--- src/rtl/if_fetch_stage_if.sv ---
// Fetch-stage bus bundle: imem request/response channel plus the IF/ID slot toward decode.
// master = fetch stage, slave = imem model / decode side.
interface if_fetch_stage_if #(
  parameter int AddrWidth = 32
);
  logic                 imem_req_valid;
  logic                 imem_req_ready;
  logic [AddrWidth-1:0] imem_req_addr;
  logic                 imem_rsp_valid;
  logic [31:0]          imem_rsp_data;
  logic                 out_valid;
  logic                 out_ready;
  logic [AddrWidth-1:0] out_pc;
  logic [AddrWidth-1:0] out_pc4;
  logic [31:0]          out_instruction;
  logic                 out_fault;

  modport master (
    output imem_req_valid, imem_req_addr,
    input  imem_req_ready, imem_rsp_valid, imem_rsp_data,
    output out_valid, out_pc, out_pc4, out_instruction, out_fault,
    input  out_ready
  );

  modport slave (
    input  imem_req_valid, imem_req_addr,
    output imem_req_ready, imem_rsp_valid, imem_rsp_data,
    input  out_valid, out_pc, out_pc4, out_instruction, out_fault,
    output out_ready
  );
endinterface

--- src/rtl/if_fetch_stage.sv ---
// RV32 instruction fetch: one outstanding imem word fetch feeding a single IF/ID slot.
// Optional IF_MISALIGN_TRAP_EN: misaligned redirects produce a faulting NOP entry and stall fetch.
module if_fetch_stage #(
  parameter int                   AddrWidth   = 32,
  parameter logic [AddrWidth-1:0] ResetVector = '0
) (
  input  logic                 clk,
  input  logic                 rst,
  if_fetch_stage_if.master     bus,
  input  logic                 redirect_valid,
  input  logic [AddrWidth-1:0] redirect_pc
);
  localparam logic [31:0] Nop = 32'h0000_0013;

  typedef enum logic [1:0] {S_REQ, S_WAIT, S_DRAIN} state_e;

  state_e               state_q, state_d;
  logic [AddrWidth-1:0] pc_q, pc_plus4, redirect_tgt;
  logic                 req_valid, req_ok, rsp_fill, trap_fill;
  logic                 slot_free, slot_pop;
  logic                 slot_valid_q;
  logic [AddrWidth-1:0] slot_pc_q, slot_pc4_q;
  logic [31:0]          slot_instr_q;

  assign pc_plus4  = pc_q + AddrWidth'(4);
  assign slot_pop  = slot_valid_q && bus.out_ready;
  assign slot_free = !slot_valid_q || bus.out_ready;

`ifdef IF_MISALIGN_TRAP_EN
  logic trap_pend_q, stall_q, fault_q;

  // trap_pend: misaligned redirect seen, faulting entry not yet placed in the slot
  assign redirect_tgt = redirect_pc;
  assign req_ok       = !trap_pend_q && !stall_q;
  assign trap_fill    = (state_q == S_REQ) && trap_pend_q && slot_free && !redirect_valid;

  always_ff @(posedge clk) begin
    if (rst) begin
      trap_pend_q <= 1'b0;
      stall_q     <= 1'b0;
    end else if (redirect_valid) begin
      trap_pend_q <= (redirect_pc[1:0] != 2'b00);
      stall_q     <= 1'b0;
    end else if (trap_fill) begin
      trap_pend_q <= 1'b0;
      stall_q     <= 1'b1;
    end
  end

  always_ff @(posedge clk) begin
    if (rst)                  fault_q <= 1'b0;
    else if (!redirect_valid) begin
      if (rsp_fill)           fault_q <= 1'b0;
      else if (trap_fill)     fault_q <= 1'b1;
    end
  end

  assign bus.out_fault = fault_q;
`else
  assign redirect_tgt  = redirect_pc & ~AddrWidth'(3);
  assign req_ok        = 1'b1;
  assign trap_fill     = 1'b0;
  assign bus.out_fault = 1'b0;
`endif

  always_comb begin
    state_d   = state_q;
    req_valid = 1'b0;
    rsp_fill  = 1'b0;
    unique case (state_q)
      S_REQ: begin
        // a request only goes out when the slot will be empty by the time data returns
        req_valid = !rst && !redirect_valid && slot_free && req_ok;
        if (req_valid && bus.imem_req_ready) state_d = S_WAIT;
      end
      S_WAIT: begin
        if (redirect_valid)          state_d = bus.imem_rsp_valid ? S_REQ : S_DRAIN;
        else if (bus.imem_rsp_valid) begin
          rsp_fill = 1'b1;
          state_d  = S_REQ;
        end
      end
      S_DRAIN: if (bus.imem_rsp_valid) state_d = S_REQ;
      default: state_d = S_REQ;
    endcase
  end

  always_ff @(posedge clk) begin
    if (rst) begin
      state_q <= S_REQ;
      pc_q    <= ResetVector;
    end else begin
      state_q <= state_d;
      if (redirect_valid) pc_q <= redirect_tgt;
      else if (rsp_fill)  pc_q <= pc_plus4;
    end
  end

  always_ff @(posedge clk) begin
    if (rst) begin
      slot_valid_q <= 1'b0;
      slot_pc_q    <= '0;
      slot_pc4_q   <= '0;
      slot_instr_q <= Nop;
    end else if (redirect_valid) begin
      slot_valid_q <= 1'b0;
    end else if (rsp_fill) begin
      slot_valid_q <= 1'b1;
      slot_pc_q    <= pc_q;
      slot_pc4_q   <= pc_plus4;
      slot_instr_q <= bus.imem_rsp_data;
    end else if (trap_fill) begin
      slot_valid_q <= 1'b1;
      slot_pc_q    <= pc_q;
      slot_pc4_q   <= pc_plus4;
      slot_instr_q <= Nop;
    end else if (slot_pop) begin
      slot_valid_q <= 1'b0;
    end
  end

  // the issue rule guarantees a returning word never lands on an occupied slot
  always_ff @(posedge clk) begin
    if (!rst && rsp_fill) assert (!slot_valid_q);
  end

  assign bus.imem_req_valid  = req_valid;
  assign bus.imem_req_addr   = pc_q;
  assign bus.out_valid       = slot_valid_q;
  assign bus.out_pc          = slot_pc_q;
  assign bus.out_pc4         = slot_pc4_q;
  assign bus.out_instruction = slot_instr_q;
endmodule

--- src/flat_wrapper.sv ---
// flat-port wrapper written by rule: the top's interface ports become plain ports
module if_fetch_stage_flat 
#(
  parameter int                   AddrWidth   = 32,
  parameter logic [AddrWidth-1:0] ResetVector = '0
)
  (clk, rst, redirect_valid, redirect_pc, bus_imem_req_valid, bus_imem_req_addr, bus_imem_req_ready, bus_imem_rsp_valid, bus_imem_rsp_data, bus_out_valid, bus_out_pc, bus_out_pc4, bus_out_instruction, bus_out_fault, bus_out_ready);
  if_fetch_stage_if #(.AddrWidth(AddrWidth)) bus_i ();
  input  logic clk;
  input  logic rst;
  input  logic redirect_valid;
  input  logic [AddrWidth-1:0] redirect_pc;
  output wire logic [$bits(bus_i.imem_req_valid)-1:0] bus_imem_req_valid;
  output wire logic [$bits(bus_i.imem_req_addr)-1:0] bus_imem_req_addr;
  input wire logic [$bits(bus_i.imem_req_ready)-1:0] bus_imem_req_ready;
  input wire logic [$bits(bus_i.imem_rsp_valid)-1:0] bus_imem_rsp_valid;
  input wire logic [$bits(bus_i.imem_rsp_data)-1:0] bus_imem_rsp_data;
  output wire logic [$bits(bus_i.out_valid)-1:0] bus_out_valid;
  output wire logic [$bits(bus_i.out_pc)-1:0] bus_out_pc;
  output wire logic [$bits(bus_i.out_pc4)-1:0] bus_out_pc4;
  output wire logic [$bits(bus_i.out_instruction)-1:0] bus_out_instruction;
  output wire logic [$bits(bus_i.out_fault)-1:0] bus_out_fault;
  input wire logic [$bits(bus_i.out_ready)-1:0] bus_out_ready;
  assign bus_imem_req_valid = bus_i.imem_req_valid;
  assign bus_imem_req_addr = bus_i.imem_req_addr;
  assign bus_i.imem_req_ready = bus_imem_req_ready;
  assign bus_i.imem_rsp_valid = bus_imem_rsp_valid;
  assign bus_i.imem_rsp_data = bus_imem_rsp_data;
  assign bus_out_valid = bus_i.out_valid;
  assign bus_out_pc = bus_i.out_pc;
  assign bus_out_pc4 = bus_i.out_pc4;
  assign bus_out_instruction = bus_i.out_instruction;
  assign bus_out_fault = bus_i.out_fault;
  assign bus_i.out_ready = bus_out_ready;
  if_fetch_stage #(.AddrWidth(AddrWidth), .ResetVector(ResetVector)) u_core (.clk(clk), .rst(rst), .bus(bus_i), .redirect_valid(redirect_valid), .redirect_pc(redirect_pc));
endmodule
--- config.mk ---
export PLATFORM = sky130hd
export DESIGN_NAME = if_fetch_stage_flat
export DESIGN_NICKNAME = d
export VERILOG_FILES = /design/src/rtl/if_fetch_stage_if.sv /design/src/rtl/if_fetch_stage.sv /design/src/flat_wrapper.sv
export SDC_FILE = /design/constraint.sdc
export NUM_CORES = 1
export LEC_CHECK = 0
export ABC_AREA = 1
export BUFFER_PORTS_ARGS = -buffer_cell sky130_fd_sc_hd__buf_2
export CAP_MARGIN = 20
export CORE_MARGIN = 3
export CORE_UTILIZATION = 35
export CTS_CLUSTER_DIAMETER = 40
export DETAILED_ROUTE_END_ITERATION = 12
export HOLD_SLACK_MARGIN = 0.12
export PLACE_DENSITY = 0.67
export SETUP_SLACK_MARGIN = 0.15
export SLEW_MARGIN = 20
export SYNTH_ARGS = -nofsm -noshare
export SYNTH_HDL_FRONTEND = slang
export SYNTH_SLANG_ARGS = --single-unit
--- constraint.sdc ---
create_clock -name clk -period 3.1 [get_ports clk]
set_input_delay 0.155 -clock clk [delete_from_list [all_inputs] [get_ports clk]]
set_output_delay 0.155 -clock clk [all_outputs]
set_load 0.03 [all_outputs]
==> impl_metrics.tcl, run 1 <==
set metrics [dict create \
    gp_congestion 0.862 \
    top_usage_layer "met2" \
    drc 0 \
    cts_tree "done" \
    synth_cell_type_count 29 \
    vdd_ir_drop_max_mv 0.334 \
    rsz0062_at_grt "no" \
    yosysSeqAreaShare 0.472 \
    slew_headroom 0.316 \
    grt_pass1_wl_mm 27.8 \
    clock_latency_ns 0.42 \
    final_area_um2 7630 \
    fin_hold_ws_ns 0.137 \
    r2r_slack_ns 1.15 \
    place_inst 1094 \
    synth_area_per_cell_um2 7.07 \
    dr.pass1.iters 5 \
    fin_crit_sh 0.628 \
    cts.clk_slew.worst_paths_ns 0.05 \
    clockRootBuffer "clkbuf_16" \
    pre_cts_slack_ns 1.18 \
    cp-start-kind "flip-flop" \
    die_h_um 129 \
    grt_pass1_vias 5444 \
    critical-path-slowest-cell "dfxtp_1" \
    slew_viol_final 0 \
    final_nets 1064 \
    critPathKind "reg -> reg" \
    max_freq_mhz 514 \
    maxCapViolations 0 \
    fin_cells 1189 \
    place.port_buffers 191 \
    r2r-end "u_core.bus.imem_req_addr[18]" \
    tightest_slew_ns 1.03 \
    fp.dieW_um 129 \
    hold_viol 0 \
    drtIter0Drc 359 \
    htreeDepth 4 \
    ys_warn_count 0 \
    antenna_found_initial 0 \
    numCtsBuffers 17 \
    min_from "redirect_pc[27]" \
    hold_class "in -> reg" \
    cts.sinks 125 \
    regToRegStartpoint "u_core.bus.imem_req_addr[2]" \
    dp_hpwl_mm 12.0 \
    use_met1 0.259 \
    grt_max_degree 107 \
    diodes 0 \
    use_met2 0.351 \
    synthCells 751 \
    placedInstanceArea_um2 6370 \
    setup_violations 0 \
    ys_ff_latch 125 \
    drt_wl_total_mm 17.6 \
    p_leak_nw 3.55 \
    track_usage 0.211 \
    timing.setup.tns_ns 0 \
    drive_gt1_frac 0.243 \
    start_util 0.361 \
    critPathMaxStageDelay_ns 0.49 \
    die_area_um2 16700 \
    grtUsageMet3 0.0610 \
    power.density_nw_per_um2 557 \
    reg2reg_depth 7 \
    cp-end-kind "flip-flop" \
    cpMostUsedCell "nand3_1" \
    finalWorstSetupSlack_ns 1.15 \
    power.total_mw 4.25 \
    period_needed_ns 1.95 \
    wl_per_cell_um 14.8 \
    cts_max_path_buffers 2 \
    hold-path-endpoint "u_core.bus.imem_req_addr[27]" \
    status "finished, final reports clean" \
    cp_max_fo 7 \
    grt-ovfl-total 0 \
    finClkSkew_ns 0.00674 \
    via_per_inst 4.80 \
    rows 44 \
    io_pins 201 \
    min_path_cells 5 \
    ant_nets 0 \
    num_vias 5712 \
    areaGrowthSynthToFinish_pct 43.7 \
    path_cells "ha_1 -> nand2_1 -> nor2_1 -> nand3_1 -> o21ai_0 -> nand3_1 -> a21oi_1" \
    fp.coreArea_um2 14700 \
    fin_util 0.519 \
    cp.arrival_ns 2.29 \
    synth_area_um2 5310 \
    required_ns 3.44 \
]
[routing by layer]
layer	wire, um	part of all wire
met1	7740	0.44
met2	8350	0.48
met3	1160	0.066
met4	307	0.017
met5	0	0
[report_power, final]
part	switching [mW]	total [mW]	internal, mW
registers	0.0528	1.71	1.66
clock network	0.685	2.09	1.40
logic	0.280	0.451	0.171
total	1.02	4.25	3.23
[flip-flops by register name, summed over array words and instances (netlist names)]
register / count
u_core.bus.out_pc4: 30
u_core.bus.imem_req_addr: 30
u_core.bus.out_valid: 1
u_core.state_q: 2
u_core.bus.out_instruction: 32
u_core.bus.out_pc: 30
[cells in the final DEF (no fill, tap or decap), drive strengths merged]
cell / instances
and3: 1
nand3: 31
dfxtp: 125
a31oi: 8
bufinv: 4
o21ai: 83
a211oi: 2
nor2: 133
o211ai: 1
conb: 7
xor2: 6
nand4: 1
nand2: 177
clkbuf: 24
a21oi: 73
clkinv: 3
inv: 54
dlygate4sd3: 64
buf: 199
ha: 1
nor4: 1
a22o: 5
nor3: 1
xnor2: 1
[worst max-delay path: cells and delay by family (launching register included)]
family,cells,cell delay [ns]
compound gates,2,0.37
simple gates,4,0.67
fa+ha+maj,1,0.35
flops,1,0.49
[logic make-up (layout without fill, tap and decap cells)]
| kind of cell | Yosys count | after routing | share of synthesized area |
|---|---|---|---|
| DFF | 125 | 125 | 0.472 |
| AOI/OAI and AO/OA | 172 | 172 | 0.169 |
| buffers and inverters | 100 | 348 | 0.0795 |
| other | 1 | 7 | 0.000707 |
| and+or+nand+nor | 345 | 345 | 0.265 |
| xor gates and xnor gates | 7 | 7 | 0.0116 |
| adders and majority gates | 1 | 1 | 0.00236 |
[how the worst max path moves through the flow]
stage / from / end / slack [ns] / depth (start not counted)
after detailed placement: u_core.bus.imem_req_addr[2] / u_core.bus.imem_req_addr[18] / 1.18 / 7
final: u_core.bus.imem_req_addr[2] / u_core.bus.imem_req_addr[18] / 1.15 / 7
after CTS: u_core.bus.imem_req_addr[2] / u_core.bus.imem_req_addr[18] / 1.16 / 7
after global routing: u_core.state_q[1] / u_core.bus.out_pc4[29] / 0.94 / 6
after floorplan: u_core.bus.imem_req_addr[2] / u_core.bus.imem_req_addr[24] / 1.43 / 8
after global placement: u_core.state_q[0] / u_core.bus.out_pc4[31] / 1.19 / 5
[synthesized netlist by cell type (all sizes together)]
cell | number | area (um^2)
a22o | 5 | 43.8
ha | 1 | 12.5
nand2 | 177 | 677
nand3 | 31 | 160
and3 | 1 | 6.26
xnor2 | 1 | 8.76
nor4 | 1 | 6.26
a31oi | 8 | 50.1
o21ai | 83 | 415
buf | 20 | 121
inv | 54 | 203
xor2 | 6 | 52.6
a211oi | 2 | 15.0
conb | 1 | 3.75
clkbuf | 26 | 97.6
o211ai | 1 | 7.51
a21oi | 73 | 365
nor2 | 133 | 542
nor3 | 1 | 10.0
dfxtp | 125 | 2500
nand4 | 1 | 6.26
[cell type report]
cell class              count  area [um^2]
multi-input cells         532         2400
clock buffers              24          482
flip-flops and latches    125         2500
well taps                 184          230
repair buffers            263         1670
inverters                  54          203
fillers                  1425         7070
clock inverters             7          135
[timing repair]
item | in CTS | in global routing
buffers inserted | 0 | 0
endpoints found under the hold margin | 63 | 0
gates resized for setup | 0 | 0
hold buffers | 64 | 0
Note: power is estimated with default switching activity, not from simulation.
==> run 2, diff against run 1 <==
- clock period: 3.1 -> 1.85 ns (I/O delays scaled with it)
==> impl_metrics.tcl, run 2 (synthesis results as in run 1) <==
set metrics [dict create \
    diodes 0 \
    p_sw_frac 0.240 \
    grt_max_degree 86 \
    dp_hpwl_mm 12.3 \
    p_sw_mw 1.72 \
    numCtsBuffers 17 \
    die_area_um2 16700 \
    die_h_um 129 \
    timing.setup.tns_ns 0 \
    cp-start-kind "flip-flop" \
    min_from "redirect_valid" \
    p_int_mw 5.46 \
    htreeDepth 4 \
    fp.coreArea_um2 14700 \
    drt_wl_total_mm 17.9 \
    rsz0062_at_grt "no" \
    p_leak_nw 3.65 \
    hold_viol 0 \
    hold-path-endpoint "u_core.bus.imem_req_addr[5]" \
    hold_class "in -> reg" \
    regToRegStartpoint "u_core.bus.imem_req_addr[4]" \
    start_util 0.361 \
    final_common_cell "buf_2" \
    grt_pass1_vias 5662 \
    areaGrowthSynthToFinish_pct 47.1 \
    pwr-share-comb 0.111 \
    status "finished, final reports clean" \
    num_vias 5766 \
    slew_viol_final 0 \
    cp-end-kind "flip-flop" \
    cp.arrival_ns 1.91 \
    fin_crit_sh 0.849 \
    final_cell_mix "buf_2 (191), nand2_1 (172), nor2_1 (122)" \
    maxCapViolations 0 \
    ant_nets 0 \
    track_usage 0.216 \
    max_freq_mhz 637 \
    p_seq_frac 0.397 \
    fin_util 0.531 \
    clkPwrFrac 0.492 \
    grt_pass1_wl_mm 28.6 \
    cts_tree "done" \
    min_path_cells 4 \
    wl_per_cell_um 14.8 \
    rows 44 \
    critPathKind "reg -> reg" \
    drtIter0Drc 305 \
    place.port_buffers 191 \
    via_per_inst 4.78 \
    finClkSkew_ns 0.00908 \
    gp_congestion 0.889 \
    clockRootBuffer "clkbuf_16" \
    cts.sinks 125 \
    period_needed_ns 1.57 \
    dr.pass1.iters 4 \
    setup_violations 0 \
    r2r-end "u_core.bus.imem_req_addr[17]" \
    cts.clk_slew.worst_paths_ns 0.06 \
    r2r_slack_ns 0.28 \
    reg2reg_depth 7 \
    clock_latency_ns 0.41 \
    io_pins 201 \
    drc 0 \
    grt-ovfl-total 0 \
    fp.dieW_um 129 \
    vdd_ir_drop_max_mv 0.719 \
    antenna_found_initial 0 \
    cp_max_fo 7 \
    cts_max_path_buffers 2 \
    power.density_nw_per_um2 921 \
    final_nets 1083 \
    largest_register_ffs 32 \
    cts_setup_buffers 0 \
    required_ns 2.18 \
    drive_gt1_frac 0.264 \
]
## run 2: power groups by stage
stage          logic [mW]  registers, mW  clock network [mW]
3_3_place_gp        0.675           2.91                   0
5_1_grt             0.871           2.87                3.73
3_5_place_dp        0.681           2.91                   0
2_1_floorplan       0.273           3.06                   0
4_1_cts             0.795           2.85                3.60
6_report            0.798           2.86                3.53
## run 2: worst max path at each step
stage | startpoint | to | slack (ns)
2_1_floorplan | u_core.bus.imem_req_addr[2] | u_core.bus.imem_req_addr[24] | 0.18
3_3_place_gp | u_core.bus.imem_req_addr[5] | u_core.bus.imem_req_addr[22] | 0.26
6_report | u_core.bus.imem_req_addr[4] | u_core.bus.imem_req_addr[17] | 0.28
4_1_cts | u_core.bus.imem_req_addr[5] | u_core.bus.out_pc4[22] | 0.19
5_1_grt | u_core.bus.imem_req_addr[2] | u_core.bus.imem_req_addr[10] | 0.16
3_5_place_dp | u_core.bus.imem_req_addr[5] | u_core.bus.out_pc4[22] | 0.21
## run 2: critical path, stage by stage, from the launching register on
cell and delay (ns):
dfxtp_1 0.44, nand2_1 0.12, nor2_1 0.24, nand2_2 0.15
nor2_2 0.15, xor2_1 0.15, nand2_1 0.09, a21oi_1 0.14
## run 2: layout make-up
type	instances	area [um^2]
fillers	1416	6890
flip-flops and latches	125	2510
multi-input cells	532	2420
repair buffers	282	1820
clock buffers	23	488
well taps	184	230
inverters	54	203
clock inverters	7	135
## run 2: layer usage
metal | wire length [um] | vias up | GRT usage
met2 | 8510 | 189 | 0.364
met3 | 1220 | 21 | 0.0676
met4 | 303 | 0 | 0.0581
met1 | 7820 | 2629 | 0.268
li1 | - | 2927 | -
met5 | 0 | - | 0
## run 2: timing repair
item	in CTS	in global routing
endpoints found under the setup margin	0	34
resized for setup	0	11
endpoints found under the hold margin	72	0
hold buffers	68	0
## run 2: stage by stage
stage | instances | area (um^2) | hold slack [ns] | setup slack, ns | total power, mW
2_1_floorplan | 757 | 5330 | 0.171 | 0.177 | 3.33
3_3_place_gp | 1109 | 6480 | 0.305 | 0.260 | 3.58
3_5_place_dp | 1109 | 6480 | 0.314 | 0.212 | 3.59
4_1_cts | 1207 | 7780 | 0.191 | 0.193 | 7.24
5_1_grt | 1207 | 7810 | 0.211 | 0.159 | 7.46
6_report | 1207 | 7810 | 0.199 | 0.279 | 7.19
==> run 3, diff against run 2 <==
- clock period: 1.85 -> 1.56 ns (I/O delays scaled with it)
==> impl_metrics.tcl, run 3 (synthesis results as in run 1) <==
set metrics [dict create \
    regToRegStartpoint "u_core.state_q[1]" \
    cp-end-kind "flip-flop" \
    cts.clk_slew.worst_paths_ns 0.06 \
    critPathKind "reg -> reg" \
    htreeDepth 4 \
    start_util 0.361 \
    cp_max_fo 7 \
    grt_pass1_vias 5757 \
    slew_viol_final 0 \
    rows 44 \
    numCtsBuffers 17 \
    cts_max_path_buffers 2 \
    drive_gt1_frac 0.387 \
    p_sw_mw 2.17 \
    wl_per_cell_um 17.3 \
    hold_class "in -> reg" \
    place_inst 1115 \
    fp.coreArea_um2 14700 \
    p_sw_frac 0.254 \
    cts_tree "done" \
    finClkSkew_ns 0.00575 \
    gp_congestion 0.910 \
    tightest_slew_ns 0.523 \
    fin_crit_sh 0.949 \
    drt_wl_total_mm 21.6 \
    cts.sinks 125 \
    max_freq_mhz 675 \
    track_usage 0.227 \
    r2r_slack_ns 0.08 \
    dr.pass1.iters 4 \
    p_int_mw 6.38 \
    cp-start-kind "flip-flop" \
    maxCapViolations 0 \
    grt_pass1_wl_mm 29.8 \
    slew_headroom 0.651 \
    pwr-share-comb 0.132 \
    period_needed_ns 1.48 \
    rsz0062_at_grt "yes" \
    required_ns 1.90 \
    num_vias 6288 \
    fin_cells 1247 \
    hold_viol 0 \
    final_nets 1121 \
    clock_latency_ns 0.42 \
    hold-path-endpoint "u_core.bus.out_pc[11]" \
    min_path_cells 5 \
    grt_max_degree 54 \
    clkPwrFrac 0.471 \
    power.density_nw_per_um2 973 \
    drtIter0Drc 409 \
    p_leak_nw 3.96 \
    diodes 0 \
    dp_hpwl_mm 12.3 \
    cp.arrival_ns 1.82 \
    fin_hold_ws_ns 0.201 \
    antenna_found_initial 0 \
    final_cell_mix "buf_2 (190), nand2_1 (157), dfxtp_1 (104)" \
    clockRootBuffer "clkbuf_16" \
    place.port_buffers 191 \
    die_area_um2 16700 \
    grt-ovfl-total 0 \
    fillCellCount 1274 \
    r2r-end "u_core.bus.out_pc4[15]" \
    min_from "redirect_valid" \
    fp.dieW_um 129 \
    status "finished, final reports clean" \
    drc 0 \
    reg2reg_depth 8 \
    via_per_inst 5.04 \
    vdd_ir_drop_max_mv 1.07 \
    largest_register_ffs 32 \
    io_pins 201 \
    areaGrowthSynthToFinish_pct 65.5 \
    p_seq_frac 0.397 \
    setup_violations 0 \
    final_common_cell "buf_2" \
    die_h_um 129 \
    ant_nets 0 \
]
[run 3: changes by cell type in the layout (fill, tap and decap cells not counted), sizes merged]
cell         previous run  this run
buf                   214       244
clkbuf                 23        32
clkinv                  3         5
bufinv                  4         3
dlygate4sd3            68        67
inv                    54        55
[run 3: through the flow]
stage | setup WS [ns] | area (um^2) | setup TNS, ns | util | power (mW)
after floorplan | 0.152 | 5360 | 0 | - | 3.96
after global placement | 0.0793 | 6570 | 0 | 0.447 | 4.27
after detailed placement | 0.0440 | 6570 | 0 | 0.447 | 4.27
after CTS | 0.143 | 7970 | 0 | 0.542 | 8.43
after global routing | -0.0141 | 8780 | -0.0141 | 0.597 | 8.85
final | 0.0790 | 8780 | 0 | 0.597 | 8.54
[run 3: power groups by stage]
stage | Clock, mW | Sequential [mW] | Combinational (mW)
after global routing | 4.24 | 3.40 | 1.21
after floorplan | 0 | 3.63 | 0.325
after CTS | 4.08 | 3.38 | 0.973
after global placement | 0 | 3.45 | 0.822
final | 4.02 | 3.39 | 1.13
after detailed placement | 0 | 3.45 | 0.826
[run 3: worst max-delay path, stage by stage (launching register included)]
cell and delay (ns):
dfxtp_2 0.33, inv_2 0.08, nand3_4 0.09, nor2_4 0.18, buf_12 0.16, buf_8 0.14
clkbuf_16 0.18, nand2_1 0.08, a21oi_1 0.14
[run 3: what timing repair did]
item,4_1_cts,5_1_grt
buffers inserted,1,17
gates resized for setup,26,171
cloned,1,14
endpoints found under the hold margin,72,0
endpoints found under the setup margin,91,123
pin swaps,3,55
hold buffers,68,0
[run 3: cell type report]
cell class | instances | area (um^2) | area share
clock buffer | 25 | 485 | 0.0553
multi-input combinational | 532 | 2840 | 0.323
tap | 184 | 230 | 0.0262
timing repair inverter | 2 | 17.5 | 0.00199
timing repair buffer | 318 | 2330 | 0.265
clock inverter | 7 | 110 | 0.0125
inverter | 54 | 215 | 0.0245
sequential | 125 | 2560 | 0.291
[run 3: worst max-delay path by stage]
stage                                 startpoint                            to
finish                         u_core.state_q[1]        u_core.bus.out_pc4[15]
global route                   u_core.state_q[1]        u_core.bus.out_pc4[15]
CTS                 u_core.bus.imem_req_addr[14]  u_core.bus.imem_req_addr[28]
detailed placement   u_core.bus.imem_req_addr[3]  u_core.bus.imem_req_addr[22]
global placement     u_core.bus.imem_req_addr[3]  u_core.bus.imem_req_addr[22]
floorplan           u_core.bus.imem_req_addr[14]  u_core.bus.imem_req_addr[30]
[run 3: metal layers]
metal  vias up  part of all wire  GRT usage
met5         -                 0          0
met4         0             0.024     0.0661
met3        36             0.077     0.0738
met2       281              0.49      0.371
met1      2945              0.41      0.287
li1       3026                 -          -
